File: src/rtl/uart_rx_led.sv
// 8N1 UART receiver that shows the low nibble of the last good byte on led3..0 and flags framing errors on led4.
// Latency: a byte decision comes SYNC_LEN cycles plus the stop-bit sample point after the pin; LEDs update the cycle after.
// No backpressure: the serial line cannot be stalled. Optional echo transmitter under `UART_RX_ECHO_EN` (a busy echo drops the new byte).
module uart_rx_led #(
    parameter int CLK_HZ   = 50_000_000,
    parameter int SYNC_LEN = 2
) (
    input  logic clk,
    input  logic nRst,
    input  logic rx,
    input  logic sw2,
    input  logic sw1,
    input  logic sw0,
    output logic tx,
    output logic led4,
    output logic led3,
    output logic led2,
    output logic led1,
    output logic led0
);

    // Rounded bit period in clock cycles, evaluated only at elaboration time.
    function automatic int div_round(input int baud);
        return (CLK_HZ + baud / 2) / baud;
    endfunction

    localparam logic [12:0] BIT0 = 13'(div_round(9600));
    localparam logic [12:0] BIT1 = 13'(div_round(19200));
    localparam logic [12:0] BIT2 = 13'(div_round(38400));
    localparam logic [12:0] BIT3 = 13'(div_round(57600));
    localparam logic [12:0] BIT4 = 13'(div_round(115200));
    localparam logic [12:0] BIT5 = 13'(div_round(230400));
    localparam logic [12:0] BIT6 = 13'(div_round(460800));
    localparam logic [12:0] BIT7 = 13'(div_round(921600));

    typedef enum logic [2:0] {
        S_IDLE,
        S_START,
        S_DATA,
        S_STOP,
        S_BREAK
    } state_t;

    logic [SYNC_LEN-1:0] sync;
    logic [SYNC_LEN-1:0] flush;
    logic                rx_s;
    logic                rx_prev;
    logic                armed;
    logic [12:0]         sel_bit;

    state_t      state;
    logic [12:0] cnt;
    logic [12:0] bit_len;
    logic [12:0] half_len;
    logic [2:0]  bit_idx;
    logic [7:0]  shreg;
    logic [3:0]  led_q;
    logic        err_q;

    assign rx_s = sync[SYNC_LEN-1];
    assign {led3, led2, led1, led0} = led_q;
    assign led4 = err_q;

    // Bit period for the current switch setting; only sampled at start-bit detection.
    always_comb begin
        sel_bit = BIT0;
        case ({sw2, sw1, sw0})
            3'd0: sel_bit = BIT0;
            3'd1: sel_bit = BIT1;
            3'd2: sel_bit = BIT2;
            3'd3: sel_bit = BIT3;
            3'd4: sel_bit = BIT4;
            3'd5: sel_bit = BIT5;
            3'd6: sel_bit = BIT6;
            default: sel_bit = BIT7;
        endcase
    end

    // Synchroniser, edge history and arming. The preset 1s must flush out before a high
    // level counts towards arming, so a line held low from reset never arms the receiver.
    always_ff @(posedge clk or negedge nRst) begin
        if (!nRst) begin
            sync    <= '1;
            flush   <= '0;
            rx_prev <= 1'b1;
            armed   <= 1'b0;
        end else begin
            sync    <= {sync[SYNC_LEN-2:0], rx};
            flush   <= {flush[SYNC_LEN-2:0], 1'b1};
            rx_prev <= rx_s;
            if (flush[SYNC_LEN-1] && rx_s) begin
                armed <= 1'b1;
            end
        end
    end

`ifdef UART_RX_ECHO_EN
    logic        echo_go;
    logic [7:0]  echo_dat;
    logic [12:0] echo_len;
`endif

    // Receive FSM: start detect, mid-bit resample, 8 data samples, stop check, break wait.
    always_ff @(posedge clk or negedge nRst) begin
        if (!nRst) begin
            state    <= S_IDLE;
            cnt      <= '0;
            bit_len  <= BIT0;
            half_len <= BIT0 >> 1;
            bit_idx  <= '0;
            shreg    <= '0;
            led_q    <= '0;
            err_q    <= 1'b0;
`ifdef UART_RX_ECHO_EN
            echo_go  <= 1'b0;
            echo_dat <= '0;
            echo_len <= BIT0;
`endif
        end else begin
`ifdef UART_RX_ECHO_EN
            echo_go <= 1'b0;
`endif
            case (state)
                S_IDLE: begin
                    if (armed && rx_prev && !rx_s) begin
                        state    <= S_START;
                        cnt      <= '0;
                        bit_len  <= sel_bit;
                        half_len <= sel_bit >> 1;
                    end
                end
                S_START: begin
                    if (cnt == half_len - 13'd1) begin
                        cnt <= '0;
                        if (rx_s) begin
                            state <= S_IDLE;
                        end else begin
                            state   <= S_DATA;
                            bit_idx <= '0;
                        end
                    end else begin
                        cnt <= cnt + 13'd1;
                    end
                end
                S_DATA: begin
                    if (cnt == bit_len - 13'd1) begin
                        cnt   <= '0;
                        shreg <= {rx_s, shreg[7:1]};
                        if (bit_idx == 3'd7) begin
                            state <= S_STOP;
                        end else begin
                            bit_idx <= bit_idx + 3'd1;
                        end
                    end else begin
                        cnt <= cnt + 13'd1;
                    end
                end
                S_STOP: begin
                    if (cnt == bit_len - 13'd1) begin
                        cnt <= '0;
                        if (rx_s) begin
                            led_q <= shreg[3:0];
                            err_q <= 1'b0;
                            state <= S_IDLE;
`ifdef UART_RX_ECHO_EN
                            echo_go  <= 1'b1;
                            echo_dat <= shreg;
                            echo_len <= bit_len;
`endif
                        end else begin
                            err_q <= 1'b1;
                            state <= S_BREAK;
                        end
                    end else begin
                        cnt <= cnt + 13'd1;
                    end
                end
                S_BREAK: begin
                    if (rx_s) begin
                        state <= S_IDLE;
                    end
                end
                default: state <= S_IDLE;
            endcase
        end
    end

`ifdef UART_RX_ECHO_EN
    logic        tx_busy;
    logic [8:0]  tx_sh;
    logic [12:0] tx_cnt;
    logic [12:0] tx_len;
    logic [3:0]  tx_left;

    // Echo transmitter: start bit goes out the cycle after the LEDs change; a byte
    // finishing while an echo is still in flight is simply not echoed.
    always_ff @(posedge clk or negedge nRst) begin
        if (!nRst) begin
            tx      <= 1'b1;
            tx_busy <= 1'b0;
            tx_sh   <= '1;
            tx_cnt  <= '0;
            tx_len  <= BIT0;
            tx_left <= '0;
        end else if (!tx_busy) begin
            if (echo_go) begin
                tx      <= 1'b0;
                tx_sh   <= {1'b1, echo_dat};
                tx_len  <= echo_len;
                tx_cnt  <= '0;
                tx_left <= 4'd9;
                tx_busy <= 1'b1;
            end
        end else if (tx_cnt == tx_len - 13'd1) begin
            tx_cnt <= '0;
            if (tx_left == 4'd0) begin
                tx_busy <= 1'b0;
            end else begin
                tx      <= tx_sh[0];
                tx_sh   <= {1'b1, tx_sh[8:1]};
                tx_left <= tx_left - 4'd1;
            end
        end else begin
            tx_cnt <= tx_cnt + 13'd1;
        end
    end
`else
    assign tx = 1'b1;
`endif

endmodule

File: config.mk
export PLATFORM = sky130hd
export DESIGN_NAME = uart_rx_led
export DESIGN_NICKNAME = d
export VERILOG_FILES = /design/src/rtl/uart_rx_led.sv
export SDC_FILE = /design/constraint.sdc
export NUM_CORES = 1
export LEC_CHECK = 0
export CAP_MARGIN = 20
export CORE_UTILIZATION = 53
export DETAILED_ROUTE_END_ITERATION = 8
export GPL_TIMING_DRIVEN = 0
export PLACE_DENSITY = 0.76
export SLEW_MARGIN = 20
export SYNTH_ARGS = -nofsm -noshare
export SYNTH_HDL_FRONTEND = slang
export SYNTH_SLANG_ARGS = --single-unit
File: constraint.sdc
create_clock -name clk -period 3.7 [get_ports clk]
set_input_delay 0.74 -clock clk [delete_from_list [all_inputs] [get_ports clk]]
set_output_delay 0.74 -clock clk [all_outputs]
set_load 0.005 [all_outputs]
==> results of run 1 <==
-- stage by stage --
stage	power (mW)	setup WS [ns]
final	2.305	0.1842
after global routing	2.493	0.01769
after CTS	2.268	0.02408
after detailed placement	1.918	0.04954
after global placement	1.883	0.02281
after floorplan	1.660	0.3262
-- path summary, 6_finish.rpt --
kind                            end  depth (start not counted)  startpoint  slack, ns
setup reg to reg           led_q[3]                         10  bit_len[2]       0.18
hold / removal             flush[1]                          0    flush[0]       0.36
hold reg to reg            flush[1]                          0    flush[0]       0.36
max in group asynchronous   sync[0]                          2        nRst       2.63
setup / recovery           led_q[3]                         10  bit_len[2]       0.18
min in group asynchronous  led_q[2]                          1        nRst       0.45
-- critical path, stage by stage, from the launching register on --
cell     delay [ns]
dfrtp_1        0.44
inv_1          0.14
ha_2           0.27
or3b_1         0.40
nor3_2         0.21
xnor2_1        0.11
or4_1          0.46
or4b_1         0.50
buf_2          0.18
or3_4          0.38
mux2_4         0.31
-- cells by family (layout without fill, tap and decap cells) --
family | count (synthesis) | count (layout) | synth area share, %
AO/OA/AOI/OAI | 72 | 72 | 15.80
XOR/XNOR | 39 | 39 | 10.47
adder cells (fa/ha/maj) | 5 | 5 | 1.917
buffers and inverters | 45 | 61 | 5.636
flip-flops | 51 | 51 | 39.42
multiplexers | 15 | 15 | 5.560
other | 1 | 2 | 0.1149
AND/OR/NAND/NOR | 135 | 135 | 21.09
-- sequential cells by signal, indices dropped and copies added (netlist names), 2 cells and up --
| name | count |
|---|---|
| bit_len | 13 |
| cnt | 13 |
| shreg | 8 |
| led_q | 4 |
| bit_idx | 3 |
| state | 3 |
| flush | 2 |
| sync | 2 |
-- Yosys cell counts (4+ instances only) --
master | count | area share [%]
a21oi_1 | 5 | 0.77
nor3_1 | 7 | 1.1
o21ai_0 | 17 | 2.6
nor4_1 | 5 | 0.96
clkbuf_1 | 22 | 2.5
nand3_1 | 10 | 1.5
dfrtp_1 | 43 | 33
nand2_1 | 44 | 5.1
mux2_4 | 4 | 1.8
nor2_1 | 28 | 3.2
o31ai_1 | 7 | 1.6
o211ai_1 | 12 | 2.8
xnor2_1 | 19 | 5.1
inv_1 | 15 | 1.7
or3_1 | 5 | 0.96
or2_2 | 5 | 0.96
a211oi_1 | 5 | 1.2
mux2_2 | 9 | 3.1
dfstp_2 | 8 | 6.4
ha_1 | 5 | 1.9
xor2_1 | 20 | 5.4
-- layout make-up --
class                   instances  share of cell area, %
inverters                      15                  1.568
multi-input cells             268                  51.05
well taps                      75                  2.613
flip-flops and latches         51                  35.82
clock inverters                 2                 0.4530
plain buffers                  30                  3.624
repair buffers                  8                  2.578
clock buffers                   6                  2.300
-- power by group through the flow --
stage	logic [mW]	registers [mW]	clock network, mW
final	1.17	0.789	0.343
after global routing	1.31	0.807	0.377
after CTS	1.13	0.786	0.354
after detailed placement	1.12	0.796	0
after global placement	1.09	0.791	0
after floorplan	0.893	0.767	0
-- metal layers --
metal,vias to the layer above,global-route usage (%)
met3,6,4.432
met5,-,0
met1,1275,31.77
li1,1303,-
met2,54,37.88
met4,0,8.036
==> qor.csv, run 1 <==
stage,metric,value,unit
clocking,clock-pin slew on the worst setup and hold paths,0.09,ns
clocking,Clock H-tree levels,2,
finish,fraction of layout cells with a size suffix above 1,14.47,%
placed_design,DP HPWL,5117,µm
clocking,CTS tree,done,
logic_synthesis,Post-synth EDFFs,0,
sta,worst slew pin tran,0.7792,ns
drt,DR DRC count,0,
pwr,Pint,1.303,mW
clocking,clock buffer count from CTS,5,
placed_design,GPL Wtd Cong,0.8536,
floorplan,Initial Utilization,55.11,%
placed_design,IO Port Bufs,7,
finish,Layout area overhead,10.05,%
grt,GRT overflow,0,
floorplan,num rows,28,
finish,most frequent cells in the layout,"nand2_1 (44), dfrtp_1 (43), nor2_1 (28)",
sta,RSZ-0062 raised after global routing,false,
setup_path,critical path type,flip-flop to flip-flop,
floorplan,die height,80.47,µm
logic_synthesis,post-synthesis cell area,0.003263,mm²
sta,setup TNS,0,ns
drt,Top Metal Used,met4,
setup_path,CP Capture Type,flip-flop,
logic_synthesis,post-synthesis sequential area ratio,39.42,%
finish,post-route cell area,0.003591,mm²
sta,fin crit share,95.02,%
status,status,"finished, final reports clean",
setup_path,crit path max fanout,8,
pwr,Power Dens Cells,641.9,mW/mm²
sta,Peak Freq,0.2844,GHz
logic_synthesis,Main synth FF type,dfrtp_1,
finish,post-layout util,60.65,%
clocking,Sinks on Clock Net,51,
pwr,clock power share,14.9,%
finish,"most common cell after layout, fill and taps aside",nand2_1,
finish,"Cell Count, Final, Fillers Out",455,
setup_path,startpoint types,flip-flop,
drt,routed vias,2638,
drt,met2 WL,3286,µm
grt,first-pass GRT wire length,11630,µm
floorplan,die area,0.006475,mm²
sta,Setup-failing EPs final,0,
placed_design,Placed Cells,447,
grt,initial antenna violation count,0,
sta,final hold violations,0,
logic_synthesis,Yosys warning total,0,
pwr,LEAKAGE,1.520,nW
pwr,worst ir drop on vdd,0.4528,mV
drt,DR WL met3,253,µm
pwr,Seq pwr share,34.2,%
flow_run,Max-Cap Viols,0,
drt,TritonRoute pass-1 iters,5,
drt,Antenna Nets Post-Route,0,
finish,Antenna Cells,0,
floorplan,Placeable Area,0.005921,mm²
sta,Final Skew,0.01079,ns
logic_synthesis,"Async S/R FF share, synth",100.0,%
floorplan,number of top-level pins,12,
drt,M1 WL,3275,µm
pwr,switching part of the total,43.45,%
logic_synthesis,number of distinct library cells after synthesis,60,
finish,Reg area,0.001286,mm²
grt,vias in the first global route,2457,
sta,Slew HR,48.06,%
drt,overall routed net length,6891,µm
grt,largest net degree at the start of global routing,28,
pwr,Comb pwr share,50.9,%
finish,Filler cells,506,
clocking,"Hold-fix buffers, CTS",0,
finish,NumNets Final,390,
drt,Initial DRC Count,132,
placed_design,placed cell areas,0.003453,mm²
logic_synthesis,syn avg cell area,8.989,µm²
setup_path,"Arr. time, crit path",3.71,ns
clocking,clk_lat worst skew,0.31,ns
grt,Total GRT Usage,23.60,%
drt,average via count per standard cell,5.798,
logic_synthesis,Yosys reg bits,51,
sta,post-layout minimum cycle time,3.516,ns
clocking,setup bufs post-CTS,0,
sta,hold slack,0.3573,ns
pwr,Sw Pwr,1.002,mW
worst_hold_path,worst hold path type,flip-flop to flip-flop,
setup_path,Critical Path RT,3.90,ns
clocking,cts repair resizes,0,
floorplan,Die Wd,80.47,µm
drt,wire per inst,15.15,µm
clocking,Clk Tree Root Cell,clkbuf_8,
clocking,clock buffer depth,2,
sta,max-slew violations,0,
finish,area of the multi-input gates,0.001833,mm²
logic_synthesis,Post-Synthesis Cells,363,
(Power assumes the default switching activity.)
==> run 2: changes to the inputs <==
--- a/config.mk
+++ b/config.mk
@@ -8,8 +8,9 @@
 export CAP_MARGIN = 20
 export CORE_UTILIZATION = 53
 export DETAILED_ROUTE_END_ITERATION = 8
+export DONT_BUFFER_PORTS = 1
 export GPL_TIMING_DRIVEN = 0
-export PLACE_DENSITY = 0.76
+export PLACE_DENSITY = 0.73
 export SLEW_MARGIN = 20
 export SYNTH_ARGS = -nofsm -noshare
 export SYNTH_HDL_FRONTEND = slang
==> qor.csv, run 2 (synthesized netlist as in run 1, its figures left out) <==
stage,metric,value,unit,change
status,status,"finished, final reports clean",,
clocking,clock-pin slew on the worst setup and hold paths,0.10,ns,about the same
clocking,Sinks on Clock Net,51,,unchanged
finish,Antenna Cells,0,,unchanged
setup_path,CP Capture Type,flip-flop,,
setup_path,critical path type,flip-flop to flip-flop,,
pwr,Seq pwr share,34.1,%,about the same
sta,Final Skew,0.007892,ns,-0.002898 ns
sta,Setup-failing EPs final,0,,unchanged
pwr,worst ir drop on vdd,0.3443,mV,-24%
sta,final hold violations,0,,unchanged
setup_path,startpoint types,flip-flop,,
clocking,CTS tree,done,,
sta,Slew HR,50.42,%,+2.4 points
grt,Total GRT Usage,23.86,%,+0.26 points
floorplan,Initial Utilization,55.11,%,unchanged
setup_path,crit-path cells,clkbuf_1 > nor4_2 > xnor2_1 > a41oi_1 > or4_1 > or4b_1 > buf_2 > or3_4 > mux2_4,,
pwr,Sw Pwr,1.009,mW,+0.73%
clocking,clock buffer count from CTS,5,,unchanged
sta,fin worst setup slack,0.1328,ns,-0.05139 ns
sta,fin crit share,96.41,%,+1.4 points
floorplan,die area,0.006475,mm²,unchanged
setup_path,Critical Path RT,3.91,ns,about the same
sta,max-slew violations,0,,unchanged
drt,DR DRC count,0,,unchanged
worst_hold_path,worst hold path type,input port to asynchronous set/reset pin,,
finish,"most common cell after layout, fill and taps aside",nand2_1,,
pwr,switching part of the total,43.73,%,+0.28 points
finish,post-layout util,59.19,%,-1.5 points
drt,average via count per standard cell,5.859,,+1.1%
grt,vias in the first global route,2542,,+3.5%
sta,post-layout minimum cycle time,3.567,ns,+0.05139 ns
sta,worst slew pin tran,0.7436,ns,-0.03552 ns
sta,RSZ-0062 raised after global routing,false,,
floorplan,die height,80.47,µm,unchanged
finish,fraction of layout cells with a size suffix above 1,14.52,%,+0.042 points
flow_run,Max-Cap Viols,0,,unchanged
floorplan,num rows,28,,unchanged
clocking,Clock H-tree levels,2,,unchanged
finish,top flop regs,"bit_len (13), cnt (13), shreg (8)",,
setup_path,CP max stage cell,nor4_2,,
clocking,Clk Tree Root Cell,clkbuf_8,,
pwr,clock power share,15.1,%,+0.2 points
setup_path,"slowest stage delay, CP",0.55,ns,+0.05 ns
placed_design,pre-CTS setup slack,-0.08489,ns,-0.1344 ns
sta,hold slack,0.1103,ns,-0.2470 ns
clocking,"Hold-fix buffers, CTS",0,,unchanged
grt,first-pass GRT wire length,11850,µm,+1.9%
finish,area of the multi-input gates,0.001839,mm²,+0.34%
grt,largest net degree at the start of global routing,52,,+86%
placed_design,DP HPWL,5067,µm,-0.97%
clocking,clk_lat worst skew,0.31,ns,about the same
setup_path,"Arr. time, crit path",3.77,ns,+0.06 ns
clocking,clock buffer depth,2,,unchanged
drt,wire per inst,15.49,µm,+2.3%
setup_path,crit path max fanout,10,,+2
drt,Antenna Nets Post-Route,0,,unchanged
pwr,Pint,1.298,mW,-0.42%
drt,routed vias,2619,,-0.72%
placed_design,GPL Wtd Cong,0.8594,,+0.68%
floorplan,Die Wd,80.47,µm,unchanged
floorplan,Placeable Area,0.005921,mm²,unchanged
finish,Reg area,0.001286,mm²,unchanged
pwr,LEAKAGE,1.483,nW,-2.5%
sta,setup TNS,0,ns,unchanged
grt,initial antenna violation count,0,,unchanged
drt,TritonRoute pass-1 iters,4,,-1
clocking,setup bufs post-CTS,0,,unchanged
finish,NumNets Final,382,,-2.1%
sta,Peak Freq,0.2803,GHz,-1.4%
pwr,Comb pwr share,50.9,%,about the same
finish,Layout area overhead,7.400,%,
floorplan,number of top-level pins,12,,unchanged
pwr,total power,2.307,mW,about the same
finish,most frequent cells in the layout,"nand2_1 (44), dfrtp_1 (43), nor2_1 (28)",,
finish,Filler cells,516,,+2.0%
drt,Initial DRC Count,222,,+68%
drt,overall routed net length,6923,µm,+0.46%
grt,GRT overflow,0,,unchanged
pwr,Power Dens Cells,658.3,mW/mm²,+2.5%
placed_design,IO Port Bufs,0,,-7
==> run 2: area by class of cell <==
type / instances / area share, %
multi-input cells: 268 / 52.48
flip-flops and latches: 51 / 36.70
plain buffers: 30 / 3.713
well taps: 75 / 2.678
clock buffers: 6 / 2.356
inverters: 15 / 1.607
clock inverters: 2 / 0.4641
==> run 2: repair_timing <==
| action | 4_1_cts | 5_1_grt |
|---|---|---|
| gates resized for setup | 2 | 5 |
| setup endpoints to repair | 15 | 18 |
| gates cloned | 0 | 0 |
==> run 2: routing by layer <==
metal  vias up  track usage [%]  part of all wire, %
li1       1290                -                    -
met1      1260            33.53                   48
met2        60            36.27                   46
met3         9            4.432                  4.7
met4         0            8.929                  1.6
met5         -                0                    0
==> run 2: metrics by stage <==
stage	area (µm²)	std cells
floorplan	3267	364
global placement	3361	439
detailed placement	3361	439
CTS	3471	447
global route	3505	447
finish	3505	447
==> run 2: path summary, 6_finish.rpt <==
path / startpoint / endpoint / slack [ns] / cells past startpoint
worst min register to register: sync[0] / sync[1] / 0.36 / 0
worst min-delay path: nRst / bit_len[7] / 0.11 / 0
worst max register to register: bit_len[5] / led_q[0] / 0.13 / 9
max in group asynchronous: nRst / sync[1] / 3.39 / 0
min in group clk: sync[0] / sync[1] / 0.36 / 0
worst max-delay path: bit_len[5] / led_q[0] / 0.13 / 9
==> run 2: power by group through the flow <==
stage               combinational, mW  clock (mW)  sequential [mW]
floorplan                       0.893           0            0.767
CTS                              1.13       0.355            0.786
detailed placement               1.12           0            0.795
global placement                 1.09           0            0.792
finish                           1.17       0.347            0.786
global route                     1.30       0.372            0.804
==> run 2: worst max-delay path, delay by kind of cell, from the launching register on <==
| family | cells | cell delay (ns) |
|---|---|---|
| simple gates | 4 | 1.99 |
| buf+inv | 2 | 0.44 |
| flops | 1 | 0.37 |
| mux | 1 | 0.31 |
| xor+xnor | 1 | 0.18 |
| compound gates | 1 | 0.16 |
